===== src/rtl/thor2024_commit_scheduler_if.sv =====
// Commit-scheduler bundle: the queue-state view from the issue queue, plus the
// commit, retire and exception signals the scheduler drives back.
interface thor2024_commit_scheduler_if #(
  parameter int QENTRIES = 8,
  parameter int QBITS    = 3,
  parameter int RBITS    = 6
);
  logic [QENTRIES-1:0]       iq_v;
  logic [QENTRIES-1:0]       iq_done;
  logic [QENTRIES-1:0]       iq_rfw;
  logic [QENTRIES-1:0]       iq_exc;
  logic [QENTRIES*RBITS-1:0] iq_tgt;
  logic [QBITS-1:0]          tail0;
  logic                      stall;
  logic                      exc_ack;
  logic [QBITS-1:0]          head0;
  logic [QBITS-1:0]          head1;
  logic                      commit0_v;
  logic                      commit1_v;
  logic                      commit0_rfw;
  logic                      commit1_rfw;
  logic [RBITS-1:0]          commit0_tgt;
  logic [RBITS-1:0]          commit1_tgt;
  logic [4:0]                commit0_id;
  logic [4:0]                commit1_id;
  logic [QENTRIES-1:0]       iq_retire;
  logic                      exc_req;
  logic [QBITS-1:0]          exc_id;
  logic [31:0]               retire_cnt;

  modport master (
    output iq_v, iq_done, iq_rfw, iq_exc, iq_tgt, tail0, stall, exc_ack,
    input  head0, head1, commit0_v, commit1_v, commit0_rfw, commit1_rfw,
           commit0_tgt, commit1_tgt, commit0_id, commit1_id, iq_retire,
           exc_req, exc_id, retire_cnt
  );

  modport slave (
    input  iq_v, iq_done, iq_rfw, iq_exc, iq_tgt, tail0, stall, exc_ack,
    output head0, head1, commit0_v, commit1_v, commit0_rfw, commit1_rfw,
           commit0_tgt, commit1_tgt, commit0_id, commit1_id, iq_retire,
           exc_req, exc_id, retire_cnt
  );
endinterface


===== src/rtl/thor2024_commit_scheduler.sv =====
// In-order dual-retire commit scheduler: picks up to two completed entries at
// the queue head, advances the head pointer and hands exceptions off.
module thor2024_commit_scheduler #(
  parameter int QENTRIES = 8,
  parameter int QBITS    = 3,
  parameter int RBITS    = 6
) (
  input logic clk,
  input logic rst,
  thor2024_commit_scheduler_if.slave bus
);

  typedef enum logic [0:0] {ST_RUN = 1'b0, ST_EXC = 1'b1} state_t;

  state_t              state_r, state_nxt_s;
  logic [QBITS-1:0]    head0_r, head_nxt_s, head1_s;
  logic [QBITS-1:0]    exc_id_r, exc_id_nxt_s;
  logic                exc_req_r, exc_req_nxt_s;
  logic [31:0]         retire_cnt_r;
  logic                c0_s, c1_s;
  logic [RBITS-1:0]    tgt0_s, tgt1_s;

  assign head1_s = head0_r + QBITS'(1);
  assign tgt0_s  = bus.iq_tgt[head0_r*RBITS +: RBITS];
  assign tgt1_s  = bus.iq_tgt[head1_s*RBITS +: RBITS];

  // Commit selection and next head/state/exception values.
  always_comb begin
    c0_s          = 1'b0;
    c1_s          = 1'b0;
    head_nxt_s    = head0_r;
    state_nxt_s   = state_r;
    exc_req_nxt_s = exc_req_r;
    exc_id_nxt_s  = exc_id_r;
    case (state_r)
      ST_RUN: begin
        if (!bus.stall) begin
          if (bus.iq_v[head0_r] && bus.iq_done[head0_r]) begin
            c0_s = 1'b1;
            if (bus.iq_exc[head0_r]) begin
              // Excepting entry retires alone; its index is handed off next cycle.
              head_nxt_s    = head0_r + QBITS'(1);
              state_nxt_s   = ST_EXC;
              exc_req_nxt_s = 1'b1;
              exc_id_nxt_s  = head0_r;
            end else if (bus.iq_v[head1_s] && bus.iq_done[head1_s] &&
                         !bus.iq_exc[head1_s] && (head1_s != bus.tail0)) begin
              c1_s       = 1'b1;
              head_nxt_s = head0_r + QBITS'(2);
            end else begin
              head_nxt_s = head0_r + QBITS'(1);
            end
          end else if (!bus.iq_v[head0_r] && (head0_r != bus.tail0)) begin
            head_nxt_s = head0_r + QBITS'(1);
          end else begin
            head_nxt_s = head0_r;
          end
        end else begin
          head_nxt_s = head0_r;
        end
      end
      ST_EXC: begin
        if (bus.exc_ack) begin
          state_nxt_s   = ST_RUN;
          exc_req_nxt_s = 1'b0;
        end else begin
          state_nxt_s   = ST_EXC;
        end
      end
      default: begin
        state_nxt_s   = ST_RUN;
        exc_req_nxt_s = 1'b0;
      end
    endcase
  end

  // Commit-side outputs; everything is forced low while reset is asserted.
  always_comb begin
    bus.commit0_v   = 1'b0;
    bus.commit1_v   = 1'b0;
    bus.commit0_rfw = 1'b0;
    bus.commit1_rfw = 1'b0;
    bus.commit0_tgt = '0;
    bus.commit1_tgt = '0;
    bus.commit0_id  = 5'd0;
    bus.commit1_id  = 5'd0;
    bus.iq_retire   = '0;
    if (!rst) begin
      bus.commit0_v   = c0_s;
      bus.commit1_v   = c1_s;
      bus.commit0_rfw = c0_s & bus.iq_rfw[head0_r] & !bus.iq_exc[head0_r] &
                        (tgt0_s != RBITS'(0));
      bus.commit1_rfw = c1_s & bus.iq_rfw[head1_s] & !bus.iq_exc[head1_s] &
                        (tgt1_s != RBITS'(0));
      bus.commit0_tgt = tgt0_s;
      bus.commit1_tgt = tgt1_s;
      bus.commit0_id  = 5'(head0_r);
      bus.commit1_id  = 5'(head1_s);
      bus.iq_retire   = (QENTRIES'(c0_s) << head0_r) | (QENTRIES'(c1_s) << head1_s);
    end else begin
      bus.iq_retire   = '0;
    end
  end

  // Head pointer, FSM state, exception hand-off and retire counter.
  always_ff @(posedge clk or posedge rst) begin
    if (rst) begin
      state_r      <= ST_RUN;
      head0_r      <= '0;
      exc_req_r    <= 1'b0;
      exc_id_r     <= '0;
      retire_cnt_r <= 32'd0;
    end else begin
      state_r      <= state_nxt_s;
      head0_r      <= head_nxt_s;
      exc_req_r    <= exc_req_nxt_s;
      exc_id_r     <= exc_id_nxt_s;
      retire_cnt_r <= retire_cnt_r + 32'(c0_s) + 32'(c1_s);
    end
  end

  assign bus.head0      = head0_r;
  assign bus.head1      = head1_s;
  assign bus.exc_req    = exc_req_r;
  assign bus.exc_id     = exc_id_r;
  assign bus.retire_cnt = retire_cnt_r;

endmodule


===== src/flat_wrapper.sv =====
// flat-port wrapper written by rule: the top's interface ports become plain ports
module thor2024_commit_scheduler_flat 
#(
  parameter int QENTRIES = 8,
  parameter int QBITS    = 3,
  parameter int RBITS    = 6
)
  (clk, rst, bus_iq_v, bus_iq_done, bus_iq_rfw, bus_iq_exc, bus_iq_tgt, bus_tail0, bus_stall, bus_exc_ack, bus_head0, bus_head1, bus_commit0_v, bus_commit1_v, bus_commit0_rfw, bus_commit1_rfw, bus_commit0_tgt, bus_commit1_tgt, bus_commit0_id, bus_commit1_id, bus_iq_retire, bus_exc_req, bus_exc_id, bus_retire_cnt);
  thor2024_commit_scheduler_if #(.QENTRIES(QENTRIES), .QBITS(QBITS), .RBITS(RBITS)) bus_i ();
  input logic clk;
  input logic rst;
  input wire logic [$bits(bus_i.iq_v)-1:0] bus_iq_v;
  input wire logic [$bits(bus_i.iq_done)-1:0] bus_iq_done;
  input wire logic [$bits(bus_i.iq_rfw)-1:0] bus_iq_rfw;
  input wire logic [$bits(bus_i.iq_exc)-1:0] bus_iq_exc;
  input wire logic [$bits(bus_i.iq_tgt)-1:0] bus_iq_tgt;
  input wire logic [$bits(bus_i.tail0)-1:0] bus_tail0;
  input wire logic [$bits(bus_i.stall)-1:0] bus_stall;
  input wire logic [$bits(bus_i.exc_ack)-1:0] bus_exc_ack;
  output wire logic [$bits(bus_i.head0)-1:0] bus_head0;
  output wire logic [$bits(bus_i.head1)-1:0] bus_head1;
  output wire logic [$bits(bus_i.commit0_v)-1:0] bus_commit0_v;
  output wire logic [$bits(bus_i.commit1_v)-1:0] bus_commit1_v;
  output wire logic [$bits(bus_i.commit0_rfw)-1:0] bus_commit0_rfw;
  output wire logic [$bits(bus_i.commit1_rfw)-1:0] bus_commit1_rfw;
  output wire logic [$bits(bus_i.commit0_tgt)-1:0] bus_commit0_tgt;
  output wire logic [$bits(bus_i.commit1_tgt)-1:0] bus_commit1_tgt;
  output wire logic [$bits(bus_i.commit0_id)-1:0] bus_commit0_id;
  output wire logic [$bits(bus_i.commit1_id)-1:0] bus_commit1_id;
  output wire logic [$bits(bus_i.iq_retire)-1:0] bus_iq_retire;
  output wire logic [$bits(bus_i.exc_req)-1:0] bus_exc_req;
  output wire logic [$bits(bus_i.exc_id)-1:0] bus_exc_id;
  output wire logic [$bits(bus_i.retire_cnt)-1:0] bus_retire_cnt;
  assign bus_i.iq_v = bus_iq_v;
  assign bus_i.iq_done = bus_iq_done;
  assign bus_i.iq_rfw = bus_iq_rfw;
  assign bus_i.iq_exc = bus_iq_exc;
  assign bus_i.iq_tgt = bus_iq_tgt;
  assign bus_i.tail0 = bus_tail0;
  assign bus_i.stall = bus_stall;
  assign bus_i.exc_ack = bus_exc_ack;
  assign bus_head0 = bus_i.head0;
  assign bus_head1 = bus_i.head1;
  assign bus_commit0_v = bus_i.commit0_v;
  assign bus_commit1_v = bus_i.commit1_v;
  assign bus_commit0_rfw = bus_i.commit0_rfw;
  assign bus_commit1_rfw = bus_i.commit1_rfw;
  assign bus_commit0_tgt = bus_i.commit0_tgt;
  assign bus_commit1_tgt = bus_i.commit1_tgt;
  assign bus_commit0_id = bus_i.commit0_id;
  assign bus_commit1_id = bus_i.commit1_id;
  assign bus_iq_retire = bus_i.iq_retire;
  assign bus_exc_req = bus_i.exc_req;
  assign bus_exc_id = bus_i.exc_id;
  assign bus_retire_cnt = bus_i.retire_cnt;
  thor2024_commit_scheduler #(.QENTRIES(QENTRIES), .QBITS(QBITS), .RBITS(RBITS)) u_core (.clk(clk), .rst(rst), .bus(bus_i));
endmodule

===== config.mk =====
export PLATFORM = sky130hd
export DESIGN_NAME = thor2024_commit_scheduler_flat
export DESIGN_NICKNAME = d
export VERILOG_FILES = /design/src/rtl/thor2024_commit_scheduler_if.sv /design/src/rtl/thor2024_commit_scheduler.sv /design/src/flat_wrapper.sv
export SDC_FILE = /design/constraint.sdc
export NUM_CORES = 1
export LEC_CHECK = 0
export BUFFER_PORTS_ARGS = -buffer_cell sky130_fd_sc_hd__buf_2
export CAP_MARGIN = 40
export CORE_UTILIZATION = 45
export CTS_CLUSTER_DIAMETER = 40
export DETAILED_ROUTE_END_ITERATION = 10
export PLACE_DENSITY = 0.76
export RECOVER_POWER = 50
export SYNTH_ARGS = -nofsm -noshare
export SYNTH_HDL_FRONTEND = slang
export SYNTH_SLANG_ARGS = --single-unit

===== constraint.sdc =====
create_clock -name clk -period 6.11 [get_ports clk]
set_input_delay 0.3055 -clock clk [delete_from_list [all_inputs] [get_ports clk]]
set_output_delay 0.3055 -clock clk [all_outputs]
set_load 0.02 [all_outputs]

==> metrics <==
Static Leak=0.00198 uW; commonest cells in the netlist=40 x dfrtp_1, 37 x nand2_1, 33 x mux4_2, 33 x nor2_1, 25 x xnor2_1; Synth area leaders=dfrtp_1 29%, mux4_2 21%, xnor2_1 6.3%; Yosys warning total=0; drt wl/cell=16.8 um; HPWL after DPL=7.73 mm; initial DRC count=276; final wirelength=9.86 mm; most numerous cell in the Yosys netlist=dfrtp_1; CP Max Fanout=18; Post-CTS Hold Buffers=0; CTS tree=built; ANT nets after route=0; critical path required time=6.30 ns; IO buf count=158; Post-Syn Area per Cell=10.3 um2; die area=8040 um2; crit end category=flip-flop; Clk pin slew, worst setup/hold paths=0.08 ns; CTS Root Cell=clkbuf_8; antenna violations before repair=0; synthesized area=3460 um2; synth unique cells=53; Tcrit/Tclk final=0.778; Least-Margin Pin Slew=2.09 ns; FF/Latch Area=1000 um2; routed via count=3272; status=complete, but fails checks; failing checks=max-capacitance violations, max-slew violations; Num CTS Buffers=5; Sinks on Clock Net=40; clock tree buffer depth=2; final-report max-slew violation count=41; GRT Resource Usage Total=0.250; Hold Vio Cnt, Final=0; Site Rows=31; Synth async-reset ratio=1.00; Initial Utilization=0.472; MaxCap Viol Count=1; DR pass1 iterations=5; #FFs+latches synth=40; Hold WC Path Type=in2reg; Startpoint Class=flip-flop; Sequential Power Share=0.177; placed cells=578; layout cell share with drive strength beyond 1=0.374; Die Y=89.7 um; final core utilization=0.594; Worst Path Arrival=4.95 ns; post-route DRC violation count=0; Cell Pwr Density=439 nW/um2; footprint of the multi-input gates=2280 um2; clk_lat worst skew=0.30 ns; Setup TNS=0 ns; H-tree levels=2; # setup viols final=0; Layout fillers=667; Synth top area share=0.289; Post-synth EDFFs=0; unrepaired setup endpoints after global routing=no; GRT overflow=0; final non-filler cell total=587; Clock Skew=0.00841 ns; DIE WIDTH=89.7 um; clock power share=0.116; NetSw=927 uW; I/O Pins=163; predominant post-synthesis flop cell=dfrtp_1; post-route minimum period=4.76 ns; relative slew slack=-0.393; Core Footprint=7330 um2; sequential element share of the synthesized area=0.289; leading area contributor after synthesis=dfrtp_1; Post-Synthesis Cells=337; Int Pwr=983 uW; post-CTS sizing=0; Logic pwr share=0.707; Via density=5.57; Placer Congestion=0.889; pin count of the biggest net entering global routing=60; Crit Path Class=reg2reg; Post-CTS Setup Bufs=0; vias in the first global route=3148; first-pass GRT wire length=15.2 mm; worst vdd ir=0.297 mV; Fmax=210 MHz; P&R area growth vs syn=25.8%; nets=576; Sw Share=0.485
[worst max-delay path, stage by stage (launching register included)]
cell and delay [ns]:
dfrtp_2 0.41, ha_1 0.62, buf_4 0.34, mux4_1 0.37
nor4_4 0.55, o21ai_0 0.26, nor3_1 0.18, nand2_1 0.10
fa_1 0.42, nor2b_1 0.24, nand2_1 0.13, nor3_1 0.39
and3_1 0.34, nand4_1 0.14, xnor2_1 0.13
[area by class of cell]
| type | count | share of cell area |
|---|---|---|
| multi-input cells | 263 | 0.524 |
| flip-flops and latches | 40 | 0.230 |
| repair buffers | 163 | 0.179 |
| well taps | 99 | 0.0285 |
| clock buffers | 5 | 0.0158 |
| inverters | 13 | 0.0112 |
| clock inverters | 3 | 0.0106 |
| diodes | 1 | 0.000575 |
[power groups by stage]
| stage | combinational [uW] | sequential [uW] | clock [uW] |
|---|---|---|---|
| final | 1350 | 338 | 221 |
| after global routing | 1460 | 346 | 238 |
| after CTS | 1350 | 338 | 226 |
| after detailed placement | 1350 | 344 | 0 |
| after global placement | 1320 | 340 | 0 |
| after floorplan | 999 | 390 | 0 |
[per-layer routing]
layer  track usage  part of all wire  up-vias
li1              -                 -     1523
met1         0.331              0.42     1558
met2         0.413              0.49      166
met3        0.0521             0.076       25
met4        0.0794             0.023        0
met5             0                 0        -
[registers in the layout, summed over array words and instances (netlist names)]
signal                 count
u_core.bus.exc_id          3
u_core.bus.exc_req         1
u_core.bus.head0           3
u_core.bus.retire_cnt     32
u_core.state_r             1
[cells by family (layout without fill, tap and decap cells)]
logic type | after synthesis | count (layout) | synth area share
flip-flops | 40 | 40 | 0.289
buffers and inverters | 37 | 184 | 0.0542
multiplexers | 50 | 50 | 0.276
adder cells (fa/ha/maj) | 3 | 3 | 0.0130
other | 1 | 5 | 0.00108
AND/OR/NAND/NOR | 138 | 138 | 0.201
AO/OA/AOI/OAI | 32 | 32 | 0.0720
XOR/XNOR | 36 | 36 | 0.0933
[placed cells by master, fill, tap and decap left out, types with 3 or more instances in the layout]
cell type  Yosys  routed
and2_1         4       4
nand4_1        8       8
inv_1         12      12
mux2_2         4       4
mux4_2        33      33
a21oi_1       11      11
mux2i_1       10      10
nor2_1        33      33
clkbuf_1       8      38
and3_1         6       6
conb_1         1       4
a31oi_1        4       4
and4_1         3       3
a2111oi_0      3       3
nor3b_1        3       3
xnor2_1       25      25
buf_2          6     121
dfrtp_1       40      39
buf_4          4       4
nor3_1        10      10
nor2b_1        7       7
nand2_1       37      37
xor2_1        10      10
nand3_1       15      15
clkbuf_8       0       5
[final timing paths]
| check | from | endpoint | slack, ns | depth (start not counted) |
|---|---|---|---|---|
| max | u_core.bus.head0[0]$_DFFE_PP0P_ | u_core.bus.retire_cnt[31]$_DFF_PP0_ | 1.35 | 14 |
| min | bus_exc_ack | u_core.state_r$_DFF_PP0_ | 0.20 | 2 |
| max reg2reg | u_core.bus.head0[0]$_DFFE_PP0P_ | u_core.bus.retire_cnt[31]$_DFF_PP0_ | 1.35 | 14 |
| min reg2reg | u_core.bus.exc_req$_DFFE_PP0P_ | u_core.bus.exc_req$_DFFE_PP0P_ | 0.48 | 1 |
| max in group asynchronous | rst | u_core.bus.head0[0]$_DFFE_PP0P_ | 3.60 | 3 |
| min in group asynchronous | rst | u_core.state_r$_DFF_PP0_ | 1.18 | 3 |
[per-stage QoR]
stage	power [uW]	cell area, um2	hold slack (ns)	setup WS (ns)
2_1_floorplan	1390	3470	0.404	1.70
3_3_place_gp	1660	4290	0.459	1.64
3_5_place_dp	1690	4290	0.460	1.40
4_1_cts	1920	4400	0.195	1.37
5_1_grt	2040	4350	0.185	1.02
6_report	1910	4350	0.203	1.35
Note: power is estimated with default switching activity, not from simulation.
